--- config.mk ---
export PLATFORM = sky130hd
export DESIGN_NAME = vga_plot_buffer
export DESIGN_NICKNAME = d
export VERILOG_FILES = /design/src/rtl/vga_plot_buffer.sv
export SDC_FILE = /design/constraint.sdc
export NUM_CORES = 1
export LEC_CHECK = 0
export CORE_ASPECT_RATIO = 0.8
export CORE_MARGIN = 2
export CORE_UTILIZATION = 40
export CTS_BUF_LIST = sky130_fd_sc_hd__clkbuf_4 sky130_fd_sc_hd__clkbuf_8
export DETAILED_ROUTE_END_ITERATION = 8
export PLACE_DENSITY_LB_ADDON = 0.08
export SYNTH_ARGS = -nofsm -noshare
export SYNTH_HDL_FRONTEND = slang
export SYNTH_SLANG_ARGS = --single-unit
export TNS_END_PERCENT = 10
--- constraint.sdc ---
create_clock -name clk -period 4.52 [get_ports clk]
set_clock_uncertainty 0.1 [all_clocks]
set_input_delay 0.904 -clock clk [delete_from_list [all_inputs] [get_ports clk]]
set_output_delay 0.904 -clock clk [all_outputs]
set_load 0.05 [all_outputs]
--- src/rtl/vga_plot_buffer.sv ---
// vga_plot_buffer: clips plots to the screen, queues them, drains to the framebuffer.
// Optional PLOT_STATS_EN: live clip/write counters (tied to zero otherwise).
module vga_plot_buffer #(
  parameter int DEPTH    = 4,
  parameter int SCREEN_W = 160,
  parameter int SCREEN_H = 120
) (
  input  logic        clk,
  input  logic        rst,
  input  logic [7:0]  vga_x,
  input  logic [6:0]  vga_y,
  input  logic [2:0]  vga_colour,
  input  logic        vga_plot,
  output logic        in_ready,
  input  logic        frame_end,
  output logic [14:0] fb_addr,
  output logic [2:0]  fb_wdata,
  output logic        fb_we,
  input  logic        fb_ready,
  output logic        frame_flushed,
  output logic [15:0] clip_count,
  output logic [15:0] write_count
);

  localparam int PW = $clog2(DEPTH);
  localparam int CW = PW + 1;

  localparam logic [1:0] IDLE    = 2'd0;
  localparam logic [1:0] RUN     = 2'd1;
  localparam logic [1:0] DRAIN   = 2'd2;
  localparam logic [1:0] FLUSHED = 2'd3;

  logic [PW-1:0] wp_q, rp_q;
  logic [CW-1:0] cnt_q;
  logic [14:0]   addr_mem_q [DEPTH];
  logic [2:0]    col_mem_q  [DEPTH];
  logic [1:0]    st_q, st_d;

  logic          full, accept, clip, push, pop;
  logic [14:0]   x15, y15, addr_c;

  assign full     = (cnt_q == CW'(DEPTH));
  assign in_ready = !full && !rst;
  assign accept   = vga_plot && in_ready;
  assign clip     = (int'(vga_x) >= SCREEN_W) || (int'(vga_y) >= SCREEN_H);
  assign push     = accept && !clip;
  assign fb_we    = (cnt_q != '0);
  assign pop      = fb_we && fb_ready;

  assign x15 = {7'd0, vga_x};
  assign y15 = {8'd0, vga_y};

  // linear address; shift-add form for the default 160-pixel width
  always_comb begin
    if (SCREEN_W == 160)
      addr_c = (y15 << 7) + (y15 << 5) + x15;
    else
      addr_c = 15'((y15 * SCREEN_W) + x15);
  end

  assign fb_addr  = fb_we ? addr_mem_q[rp_q] : 15'd0;
  assign fb_wdata = fb_we ? col_mem_q[rp_q]  : 3'd0;

  // FIFO storage, written only on push
  always_ff @(posedge clk) begin
    if (push) begin
      addr_mem_q[wp_q] <= addr_c;
      col_mem_q[wp_q]  <= vga_colour;
    end
  end

  // FIFO pointers and occupancy
  always_ff @(posedge clk) begin
    if (rst) begin
      wp_q  <= '0;
      rp_q  <= '0;
      cnt_q <= '0;
    end else begin
      if (push) wp_q <= wp_q + PW'(1);
      if (pop)  rp_q <= rp_q + PW'(1);
      if (push && !pop)
        cnt_q <= cnt_q + CW'(1);
      else if (pop && !push)
        cnt_q <= cnt_q - CW'(1);
    end
  end

  // frame tracking next state
  always_comb begin
    st_d = st_q;
    unique case (st_q)
      IDLE: begin
        if (accept)
          st_d = frame_end ? DRAIN : RUN;
        else if (frame_end)
          st_d = FLUSHED;
      end
      RUN:     if (frame_end) st_d = DRAIN;
      DRAIN:   if (!fb_we && !push) st_d = FLUSHED;
      FLUSHED: st_d = IDLE;
      default: st_d = IDLE;
    endcase
  end

  // frame tracking state register
  always_ff @(posedge clk) begin
    if (rst) st_q <= IDLE;
    else     st_q <= st_d;
  end

  assign frame_flushed = (st_q == FLUSHED);

`ifdef PLOT_STATS_EN
  logic [15:0] clip_q, wr_q;

  // saturating statistics counters
  always_ff @(posedge clk) begin
    if (rst) begin
      clip_q <= '0;
      wr_q   <= '0;
    end else begin
      if (accept && clip && clip_q != 16'hFFFF)
        clip_q <= clip_q + 16'd1;
      if (pop && wr_q != 16'hFFFF)
        wr_q <= wr_q + 16'd1;
    end
  end

  assign clip_count  = clip_q;
  assign write_count = wr_q;
`else
  assign clip_count  = 16'd0;
  assign write_count = 16'd0;
`endif

endmodule

; Word level (Yosys, flattened, before mapping)
; Memories as Yosys holds them, arrays and structs flattened. A register that Yosys moved wholly into a read port is not among the register bits.
; Index checks and enable logic that the tools add are counted.
[totals]
register_bits = 9
ramBits = 72
input_bits = 23
out_inout_bits = 53
word_cells = 55
mem_count = 2
[op_classes]
n_addsub = 6
magnitude_cmp = 2
n_eq_ne = 7
muxes = 16
n_reduce_logical = 18
[mem_list]
columns = memory, words, word_bits, read_ports, rd_clocked_by_memory_dff, wr, line
row1 = addr_mem_q, 4, 15, 1, 1, 1, 35  ; logic [14:0] addr_mem_q [DEPTH];
row2 = col_mem_q, 4, 3, 1, 1, 1, 36  ; logic [2:0] col_mem_q [DEPTH];
[op_table]
columns = operator, count
row1 = 2-to-1 mux 2 bit, 9
row2 = adder 14 x 12 -> 15 bit, 1
row3 = adder 15 x 8 -> 15 bit, 1
row4 = 2-to-1 mux 15 bit, 1
row5 = 2-to-1 mux 3 bit, 3
row6 = >= comparator 8 bit (second input constant), 1
row7 = case mux 2 bit (4 select lines), 1
row8 = >= comparator 7 bit (second input constant), 1
row9 = logical AND 1 bit, 7
row10 = logical NOT 1 bit, 6
row11 = adder 2 x 1 -> 2 bit (second input constant), 2
row12 = == test 2 bit (second input constant), 2
row13 = inequality test 2 bit (second input constant), 2
row14 = adder 3 x 1 -> 3 bit (second input constant), 1
row15 = == test 3 bit (second input constant), 1
row16 = inequality test 3 bit (second input constant), 1
row17 = AND reduction 3 bit, 1
row18 = nonzero test 3 bit, 1
row19 = subtractor 3 x 1 -> 3 bit (second input constant), 1
row20 = == test 2 x 1 -> 1 bit (second input constant), 1
row21 = logical NOT 2 bit, 1
row22 = 2-to-1 mux 1 bit, 2
row23 = nonzero test 2 bit, 1
row24 = logical OR 1 bit, 1

; Logic depth before layout (Yosys ltp)
[depth]
ltp_word = 9
ltp_mapped = 10
ltp_nobuf = 9

; Worst setup path before layout
; OpenSTA, ideal clock, no wires.
[synth_path]
path_kind = input port to flip-flop
from = in vga_x[7]
to = mem addr_mem_q[0][14], data pin
setup_ns = 0.264
arrival_ns = 2.690
t_required_ns = 4.156
slack_ns = 1.466
cell_stages = 7
n_path_buf = 0
path_cell_list = fa_1 fa_1 a21o_1 a21oi_1 o21ai_0 nor2b_1 o21a_1
[synth_via]
elab_chain_cells = 1
[synth_rtl]
columns = element, line
row1 = "start, declared", 10  ; input logic [7:0] vga_x,
row2 = adder 15 x 8 -> 15 bit, 56  ; addr_c = (y15 << 7) + (y15 << 5) + x15;
row3 = named net addr_c[14], 40  ; logic [14:0] x15, y15, addr_c;
row4 = "end, declared", 35
; The timed path passes the listed nets, and every way through them passes these cells.

==> flow_metrics.tcl <==
set metrics [dict create \
    yosysWarnings 0 \
    ys_seq_area_share_pct 59.2 \
    synth_top_cell_by_area "edfxtp_1" \
    intPower_mw 1.65 \
    cts_buffers 9 \
    synth_async_sr_flop_share_pct 0 \
    vias_per_cell 4.66 \
    cts-root-buf "clkbuf_8" \
    syn_avg_cell_area_um2 15.4 \
    sw_frac_of_total_pct 37.9 \
    worstHoldStart "rp_q[0]" \
    nets 361 \
    row_count 32 \
    synth_edf_count 72 \
    antenna_cells 0 \
    p_leak_nw 1.71 \
    drtAntennaViolNets 0 \
    max_freq_mhz 270 \
    syn_area_um2 4030 \
    period_minus_slack_ps 3700 \
    antenna_found_initial 0 \
    seqPwrFrac_pct 35.8 \
    insertion_delay_ps 340 \
    post-route-drc-count 0 \
    htreeDepth 3 \
    drive_gt1_share_pct 13.2 \
    dr.pass1.iters 5 \
    status "finished, final reports clean" \
    postSynthCellCount 261 \
    synthFlopType "edfxtp_1" \
    grt_pass1_vias 1987 \
    area_delta_synth_final_pct 17.3 \
    dieArea_um2 10900 \
    fin_crit_sh_pct 81.9 \
    fp.coreArea_um2 9730 \
    worstMarginPinSlew_ps 654 \
    fin_tns_setup_ps 0 \
    rsz0062_at_grt "no" \
    grt_start_max_net_pins 23 \
    critPathRequiredTime_ps 3520 \
    gp_congestion 0.786 \
    postCtsHoldBufs 0 \
    hold_path.class "reg2reg" \
    dp_hpwl_mm 4.60 \
    power_frac_comb_pct 42.9 \
    cts_buffer_depth 2 \
    wire_per_inst_um 15.0 \
    io-pin-count 76 \
    dr_total_vias 2109 \
    hold_viol 0 \
    ir_worst_vdd_uv 202 \
    critPathLaunchType "flop" \
    holdWs_ps 449 \
    finalSetupViolCount 0 \
    cts_sinks 83 \
    r2r_start "cnt_q[0]" \
    overflow 0 \
    die_h_um 93.7 \
    grt_pass1_wl_mm 10.4 \
    cts_resized 0 \
    max-slew-margin-rel_pct 56.3 \
    ys_top_cells_by_area "edfxtp_1, mux4_2, ha_1" \
    crit_type "reg2out" \
    setup.worst_path.end_class "output pin" \
    maxSlewViolCount 0 \
    clk_pin_slew_ps 80 \
    fillers 888 \
    cp_max_fo 10 \
    start_util_pct 41.4 \
    ys_ff_latch 83 \
    port_buffers 43 \
    gr-usage-all-layers_pct 13.2 \
    cts_tree "yes" \
    cts_setup_buffers 0 \
    synth.distinct_cells 38 \
    switchingPower_mw 1.01 \
    drt_iter0_drc 146 \
    cp.arrival_ps 2700 \
    power_density_nw_per_um2 563 \
    die_x_um 116 \
    clkPwrFrac_pct 21.3 \
    drv_cap 0 \
    yosysTopAreaCellShare_pct 53.7 \
    wl_mm 6.81 \
]
[cell usage after synthesis, types with 2 or more instances]
library cell  count
a211oi_1          2
a21o_1            2
a21oi_1           5
a311o_1           2
and2_1           22
buf_2             2
buf_4            33
buf_6             2
clkbuf_1          2
dfxtp_1          11
edfxtp_1         72
fa_1              3
ha_1             23
inv_1             8
mux2i_1           2
mux4_2           18
nor2_1           14
o21ai_0           7
o21bai_1          3
o31ai_1           2
xnor2_1           4
xor2_1            6
[worst max-delay path, cell delays in order (launching register included)]
cell and delay, ps:
dfxtp_1 750, buf_12 230, mux4_2 510, and2_1 170, clkdlybuf4s50_1 690
[state kept, by name, summed over array words and instances, names as in the netlist, named ones only]
signal      cells
wp_q            2
st_q            2
cnt_q           3
rp_q            2
addr_mem_q     60
col_mem_q      12
[logic make-up after synthesis]
kind of cell	Yosys count	synth area share, %
flops	83	59.2
buf+inv	48	8.02
simple gates	45	6.22
compound gates	28	5.10
fa+ha+maj	26	8.64
mux	20	10.6
xor+xnor	10	2.18
other cells	1	0.0932
[final cells by class]
cell class	instances	area [um^2]	area share [%]
Sequential cell	83	2380	50.5
Clock inverter	7	90.1	1.91
Timing Repair Buffer	49	488	10.3
Tap cell	136	170	3.60
Inverter	8	30.0	0.636
Multi-Input combinational cell	161	1440	30.4
Clock buffer	9	124	2.62
[per-stage QoR]
| stage | util (%) | std cells | area (um^2) | setup slack (ps) | power [mW] |
|---|---|---|---|---|---|
| floorplan | - | 292 | 4140 | 1470 | 1.83 |
| global placement | 46.3 | 437 | 4510 | 768 | 2.12 |
| detailed placement | 46.3 | 437 | 4510 | 646 | 2.13 |
| CTS | 48.5 | 453 | 4720 | 722 | 2.70 |
| global route | 48.5 | 453 | 4720 | 607 | 2.80 |
| finish | 48.5 | 453 | 4720 | 818 | 2.66 |
[routing by layer]
metal  share of wire [%]  wire length, um  global-route usage [%]
met5                   0                0                       0
met2                  48             3280                    21.1
met4                0.92               63                    3.57
met3                 5.7              388                    5.16
met1                  45             3090                    16.7
[cells in the final DEF (no fill, tap or decap), types with 3 or more instances in the layout]
cell and n:
a21oi_1 5, and2_1 22, buf_4 5, clkbuf_8 9, clkdlybuf4s50_1 43, conb_1 32, dfxtp_1 11, edfxtp_1 72
fa_1 3, ha_1 23, inv_1 8, mux4_2 18, nor2_1 14, o21ai_0 7, o21bai_1 3, xnor2_1 4
xor2_1 6
[final timing paths]
path                 endpoint  slack (ps)  cells past startpoint
setup reg to reg     cnt_q[2]        1920                      9
hold / removal        rp_q[0]         450                      2
setup / recovery  fb_wdata[2]         820                      4
hold reg to reg       rp_q[0]         450                      2
[power by group through the flow]
stage	clock network [mW]	registers, mW	logic [mW]
6_report	0.565	0.952	1.14
5_1_grt	0.619	0.964	1.22
4_1_cts	0.587	0.955	1.16
3_5_place_dp	0	0.973	1.16
3_3_place_gp	0	0.973	1.15
2_1_floorplan	0	0.941	0.891
Note: power is estimated with default switching activity, not from simulation.
